`src/rtl/pipelined_shifter.sv`:
```
// Pipelined barrel shifter: one 2^k shift stage per register, valid/ready
// handshake with a global stall, and a registered result stage.
//
// Ports:
//   Clk, Rst            clock, synchronous active-high reset
//   a, sh_amt, mode     operand, unsigned shift amount, operation
//                       (00 lsr, 01 asr, 10 lsl, 11 ror)
//   in_valid/in_ready   input handshake
//   d, ovr              registered result and "sh_amt >= DATAWIDTH" flag
//   out_valid/out_ready output handshake
module pipelined_shifter #(
    parameter int DATAWIDTH = 16
) (
    input  logic                 Clk,
    input  logic                 Rst,
    input  logic [DATAWIDTH-1:0] a,
    input  logic [DATAWIDTH-1:0] sh_amt,
    input  logic [1:0]           mode,
    input  logic                 in_valid,
    output logic                 in_ready,
    output logic [DATAWIDTH-1:0] d,
    output logic                 out_valid,
    input  logic                 out_ready,
    output logic                 ovr
);

    localparam int W = DATAWIDTH;
    localparam int L = $clog2(DATAWIDTH);

    localparam logic [1:0] M_LSR = 2'b00;
    localparam logic [1:0] M_ASR = 2'b01;
    localparam logic [1:0] M_LSL = 2'b10;
    localparam logic [1:0] M_ROR = 2'b11;

    logic adv;

    // The whole pipe moves together; it only stops when the result
    // register holds an unconsumed value.
    assign in_ready = !out_valid || out_ready;
    assign adv      = in_ready;

    function automatic logic [W-1:0] shift_by(
        input logic [W-1:0] x,
        input logic [1:0]   m,
        input logic         s,
        input int           n
    );
        logic [2*W-1:0] ext;
        ext      = '0;
        shift_by = x;
        case (m)
            M_LSR: shift_by = x >> n;
            M_ASR: begin
                // s is the sign of the original operand, not of x
                ext      = {{W{s}}, x} >> n;
                shift_by = ext[W-1:0];
            end
            M_LSL: shift_by = x << n;
            default: shift_by = (x >> n) | (x << (W - n));
        endcase
    endfunction

    for (genvar k = 0; k < L; k++) begin : g_st
        localparam int SH = 1 << k;

        // amt_in holds the amount bits not yet consumed: bit 0 is this stage
        logic [L-1-k:0] amt_in;
        logic [W-1:0]   dat_in;
        logic [1:0]     md_in;
        logic           sg_in;
        logic           ov_in;
        logic           vl_in;

        logic [W-1:0]   dat;
        logic [1:0]     md;
        logic           sg;
        logic           ov;
        logic           vl;

        if (k == 0) begin : g_src
            assign amt_in = sh_amt[L-1:0];
            assign dat_in = a;
            assign md_in  = mode;
            assign sg_in  = a[W-1];
            assign ov_in  = |sh_amt[W-1:L];
            assign vl_in  = in_valid;
        end else begin : g_src
            assign amt_in = g_st[k-1].g_rem.rem;
            assign dat_in = g_st[k-1].dat;
            assign md_in  = g_st[k-1].md;
            assign sg_in  = g_st[k-1].sg;
            assign ov_in  = g_st[k-1].ov;
            assign vl_in  = g_st[k-1].vl;
        end

        if (k < L - 1) begin : g_rem
            logic [L-2-k:0] rem;
            always_ff @(posedge Clk) begin
                if (Rst) begin
                    rem <= '0;
                end else if (adv) begin
                    rem <= amt_in[L-1-k:1];
                end
            end
        end

        always_ff @(posedge Clk) begin
            if (Rst) begin
                dat <= '0;
                md  <= '0;
                sg  <= 1'b0;
                ov  <= 1'b0;
                vl  <= 1'b0;
            end else if (adv) begin
                dat <= amt_in[0] ? shift_by(dat_in, md_in, sg_in, SH)
                                 : dat_in;
                md  <= md_in;
                sg  <= sg_in;
                ov  <= ov_in;
                vl  <= vl_in;
            end
        end
    end

    // Overrange replaces the low-bit shift result except for rotate,
    // where the amount is taken modulo the width.
    always_ff @(posedge Clk) begin
        if (Rst) begin
            out_valid <= 1'b0;
            d         <= '0;
            ovr       <= 1'b0;
        end else if (adv) begin
            out_valid <= g_st[L-1].vl;
            ovr       <= g_st[L-1].ov;
            if (g_st[L-1].ov && g_st[L-1].md != M_ROR) begin
                d <= (g_st[L-1].md == M_ASR) ? {W{g_st[L-1].sg}} : '0;
            end else begin
                d <= g_st[L-1].dat;
            end
        end
    end

endmodule

```
`config.mk`:
```
export PLATFORM = sky130hd
export DESIGN_NAME = pipelined_shifter
export DESIGN_NICKNAME = d
export VERILOG_FILES = /design/src/rtl/pipelined_shifter.sv
export SDC_FILE = /design/constraint.sdc
export NUM_CORES = 1
export LEC_CHECK = 0
export ABC_AREA = 1
export CAP_MARGIN = 20
export CORE_AREA = 2 2 104 106
export CTS_CLUSTER_DIAMETER = 80
export DETAILED_ROUTE_END_ITERATION = 8
export DIE_AREA = 0 0 106 108
export PLACE_DENSITY = 0.73
export SETUP_SLACK_MARGIN = 0.05
export SLEW_MARGIN = 0
export SYNTH_ARGS = -nofsm -noshare
export SYNTH_HDL_FRONTEND = slang
export SYNTH_SLANG_ARGS = --single-unit
```
`constraint.sdc`:
```
create_clock -name Clk -period 1.3 [get_ports Clk]
set_clock_uncertainty 0.1 [all_clocks]
set_input_delay 0.325 -clock Clk [delete_from_list [all_inputs] [get_ports Clk]]
set_output_delay 0.325 -clock Clk [all_outputs]
set_load 0.02 [all_outputs]
```
Yosys cells after proc, flatten, opt, wreduce, memory -nomap -nowiden:

Cells that the tools add are included.

* register bits: 108

* equality and inequality tests: 10
* muxes and demuxes: 10
* bitwise operators: 4
* reduce and logical (&&, ||, !) cells: 8

Operator list (number)
* 16-bit case mux with 3 select lines: 4
* 16-bit two-way mux: 6
* 12-bit by 16-bit OR with 16-bit output: 1
* 14-bit by 16-bit OR with 16-bit output: 1
* 15-bit by 16-bit OR with 16-bit output: 1
* 8-bit by 16-bit OR with 16-bit output: 1
* 12-bit OR reduction: 1
* 2-bit by 1-bit == test with 1-bit output (second input constant): 5
* 2-bit == test (second input constant): 4
* 2-bit zero test: 4
* 2-bit inequality test (second input constant): 1
* 1-bit logical AND: 1
* 1-bit zero test: 1
* 1-bit logical OR: 1

Depth between registers and ports, before layout:

Gate-level depths: netlist of the first run.

* depth in word-level cells: 3
* gate-level depth with buffers: 7
* mapped depth without buffers: 7

Worst setup path before layout of the first run:

OpenSTA, ideal clock, no wires.

* path kind: flip-flop to output port
* start point: register out_valid
* end point: output in_ready
* data arrival time: 0.902 ns
* required time: 0.875 ns
* path slack: -0.027 ns
* stages on the path, launching flop included: 4
* path buffers: 2
* cell sequence: dfxtp_1 -> nand2_4 -> buf_6 -> buf_2

* longest elaborated chain between the ends: 2

Ends and longest elaborated chain
* start, declared: RTL line 22 `output logic out_valid,`
* start signal, assigned: RTL line 133 `out_valid <= g_st[L-1].vl;`
* 1-bit zero test: RTL line 39 `assign in_ready = !out_valid || out_ready;`
* 1-bit logical OR: RTL line 39
* end, declared: RTL line 20 `output logic in_ready,`

Every way passes these cells.

Worst setup path in the final report of the first run:

Same ends and word-level chain as after synthesis.

==> impl_metrics.csv, run 1 <==
group,metric,value,unit
pwr,p_per_area,1040,mW/mm^2
placed_design,dp_hpwl,8.57,mm
placed_design,io_buffers,56,
floorplan,die_area,0.0114,mm^2
setup_path,worstPathArrival,0.96,ns
layout,n_antenna_cell,0,
sta,worst_pin_slew,0.389,ns
floorplan,start_util,0.513,
floorplan,die_h,108,um
logic_synthesis,ys_ff_latch,108,
sta,holdWs,0.361,ns
sta,relSlewSlack,0.740,
route,vias_per_cell,5.33,
setup_path,r2r_slack,-0.04,ns
placed_design,dp.cells,927,
logic_synthesis,syn_inst,753,
global_route,grt_pass1_vias,4581,
setup_path,slowest_stage,"dfxtp_2",
placed_design,gp_congestion,0.855,
layout,utilization,0.626,
route,wl_per_cell,13.4,um
setup_path,start_kind,"flip-flop",
sta,setup_slack,-0.0832,ns
route,route.detailed.drc,0,
logic_synthesis,ys_seq_area_frac,0.412,
setup_path,crit_end,"in_ready",
logic_synthesis,synthArstFlopShare,0,
layout,finalNonFillerCells,947,
layout,final_cell_mix,"o21ai_0, inv_1, a21oi_1, dfxtp_1, nand2_1",
layout,fin_nets,844,
setup_path,cp-end-kind,"output pin",
setup_path,worst_ep_required_time,0.88,ns
layout,layout_commonest_cell,"o21ai_0",
clock_tree,cts_sinks,108,
global_route,grt_overflow,0,
setup_path,r2r-start,"out_valid",
sta,setup_viol,44,
clock_tree,numCtsBuffers,9,
clock_tree,cts_max_level,3,
logic_synthesis,synth.distinct_cells,25,
logic_synthesis,synth.avg_cell_area,6.97,um^2
clock_tree,hold_buffers,0,
global_route,grt_first_pass_wirelength,21.4,mm
layout,area_growth,22.0,%
flow_run,drv_cap,0,
global_route,grt_max_degree,44,
setup_path,rr_endpoint,"d[13]",
layout,drive_above_1_share,0.141,
sta,post-route-min-period,1.38,ns
sta,fmax,723,MHz
logic_synthesis,synth_area,0.00525,mm^2
pwr,p_leak,2.79,nW
layout,fin_area,0.00640,mm^2
floorplan,rows,37,
sta,rsz0062_at_grt,"yes",
setup_path,crit_chain,"nand2_4 -> buf_6",
route,first_pass_iters,5,
setup_path,slowest_delay,0.37,ns
route,drt-initial-drc-count,313,
clock_tree,cts_buffer_depth,2,
logic_synthesis,syn_nets,791,
clock_tree,cts_tree,"yes",
route,antenna_left,0,
pwr,ir_drop,0.000543,V
setup_path,startpoint,"out_valid",
floorplan,pin_count,57,
global_route,gr-usage-all-layers,0.230,
route,num_vias,5047,
clock_tree,clk_latency,0.38,ns
sta,min_period_over_period,1.06,
clock_tree,clkTransAtPathRegs,0.10,ns
global_route,antenna_found_initial,0,
route,routed_wirelength,12.7,mm
floorplan,die_x,106,um
clock_tree,root_buffer,"clkbuf_8",
logic_synthesis,yosysWarnings,0,
logic_synthesis,synth_edf_count,0,
placed_design,placed_cell_area,0.00604,mm^2
sta,slew_viol_final,0,
setup_path,crit_fanout,3,
run_status,status,"finished, violations left",
logic_synthesis,synth_top_flop_cell,"dfxtp_1",
hold_path,hold_path.class,"flip-flop to flip-flop",
floorplan,coreArea,0.0102,mm^2
setup_path,r2r_cells,6,
sta,hold_violations,0,
run_status,violations,"negative setup slack",
setup_path,worstSetupPathType,"flip-flop to output pin",
critical path, delay by kind of cell (launching register included):
kind | cells | cell delay (ns)
DFF | 1 | 0.37
buffers and inverters | 1 | 0.13
and+or+nand+nor | 1 | 0.07
synth_stat cells (2+ instances only):
library cell | number | area share
inv_1 | 111 | 0.079
buf_4 | 6 | 0.0086
inv_2 | 5 | 0.0036
dfxtp_1 | 108 | 0.41
buf_6 | 7 | 0.015
a31oi_1 | 15 | 0.018
a21oi_2 | 6 | 0.010
nand3_1 | 19 | 0.018
nand4_1 | 2 | 0.0024
o21bai_1 | 16 | 0.023
o21ai_1 | 15 | 0.014
nand2_4 | 3 | 0.0064
buf_2 | 19 | 0.018
nor2_1 | 59 | 0.042
clkbuf_2 | 2 | 0.0019
a21oi_1 | 98 | 0.093
nand2_1 | 72 | 0.051
o21ai_0 | 166 | 0.16
clkbuf_1 | 18 | 0.013
metal layers:
metal,vias up,GRT usage,part of all wire
met5,-,0,0
met4,0,0.102,0.024
met3,22,0.0301,0.051
met2,131,0.359,0.45
met1,2315,0.320,0.48
li1,2579,-,-
cell type report:
type | count | area [um^2]
repair buffers | 94 | 1050
multi-input cells | 476 | 2370
clock buffers | 10 | 138
fillers | 926 | 3830
clock inverters | 6 | 47.5
flip-flops and latches | 108 | 2190
inverters | 117 | 442
well taps | 136 | 170
power by group:
part           internal [mW]  total, mW  switching [mW]
Sequential              3.51       3.68           0.167
Combinational          0.468      0.995           0.527
Clock                  0.767       1.96            1.20
Total                   4.74       6.64            1.89
flip-flops by register name (all words and copies together) (netlist names):
name	count
d	16
g_st.dat	64
g_st.g_rem.rem	6
g_st.md	8
g_st.ov	4
g_st.sg	4
g_st.vl	4
out_valid	1
ovr	1
per-stage QoR:
stage	setup TNS (ns)	worst slack [ns]	total power, mW
after floorplan	0	0.0666	4.30
after global placement	-48.57	-0.674	4.67
after detailed placement	-50.70	-0.681	4.69
after CTS	-1.13	-0.100	6.65
after global routing	-4.44	-0.107	6.97
final	-0.948	-0.0832	6.64
logic make-up (layout without fill, tap and decap cells):
| family | Yosys count | count (layout) | synth area share |
|---|---|---|---|
| compound gates | 318 | 318 | 0.322 |
| flops | 108 | 108 | 0.412 |
| simple gates | 158 | 158 | 0.126 |
| buf+inv | 169 | 227 | 0.141 |
repair_timing:
action                                  CTS  global route
gates resized for setup                 143            20
pin swaps                                 1             1
setup buffers                             0             1
gates cloned                              2             1
endpoints found under the setup margin  115           126
worst min path at each step:
stage                                 to            start  slack (ns)  depth (start not counted)
after floorplan                out_valid              Rst        0.29                          1
after global placement        g_st[3].vl       g_st[3].vl        0.34                          2
after detailed placement      g_st[3].vl       g_st[3].vl        0.35                          2
after CTS                     g_st[3].vl       g_st[3].vl        0.36                          2
after global routing      g_st[3].dat[5]  g_st[2].dat[13]        0.40                          2
final                         g_st[3].vl       g_st[3].vl        0.36                          2
No activity file was read; power rests on OpenSTA's default activity.
==> inputs of run 2 (changes only) <==
--- a/config.mk
+++ b/config.mk
@@ -13,7 +13,7 @@
 export DIE_AREA = 0 0 106 108
 export PLACE_DENSITY = 0.73
 export SETUP_SLACK_MARGIN = 0.05
-export SLEW_MARGIN = 0
+export SLEW_MARGIN = 10
 export SYNTH_ARGS = -nofsm -noshare
 export SYNTH_HDL_FRONTEND = slang
 export SYNTH_SLANG_ARGS = --single-unit
==> results of run 2 <==
No change in the layout: final DEF, timing and power equal those of run 1.
==> inputs of run 3 (changes only) <==
--- a/config.mk
+++ b/config.mk
@@ -11,6 +11,7 @@
 export CTS_CLUSTER_DIAMETER = 80
 export DETAILED_ROUTE_END_ITERATION = 8
 export DIE_AREA = 0 0 106 108
+export HOLD_SLACK_MARGIN = 0.1
 export PLACE_DENSITY = 0.73
 export SETUP_SLACK_MARGIN = 0.05
 export SLEW_MARGIN = 10
==> results of run 3 <==
No change in the layout: final DEF, timing and power equal those of run 1.
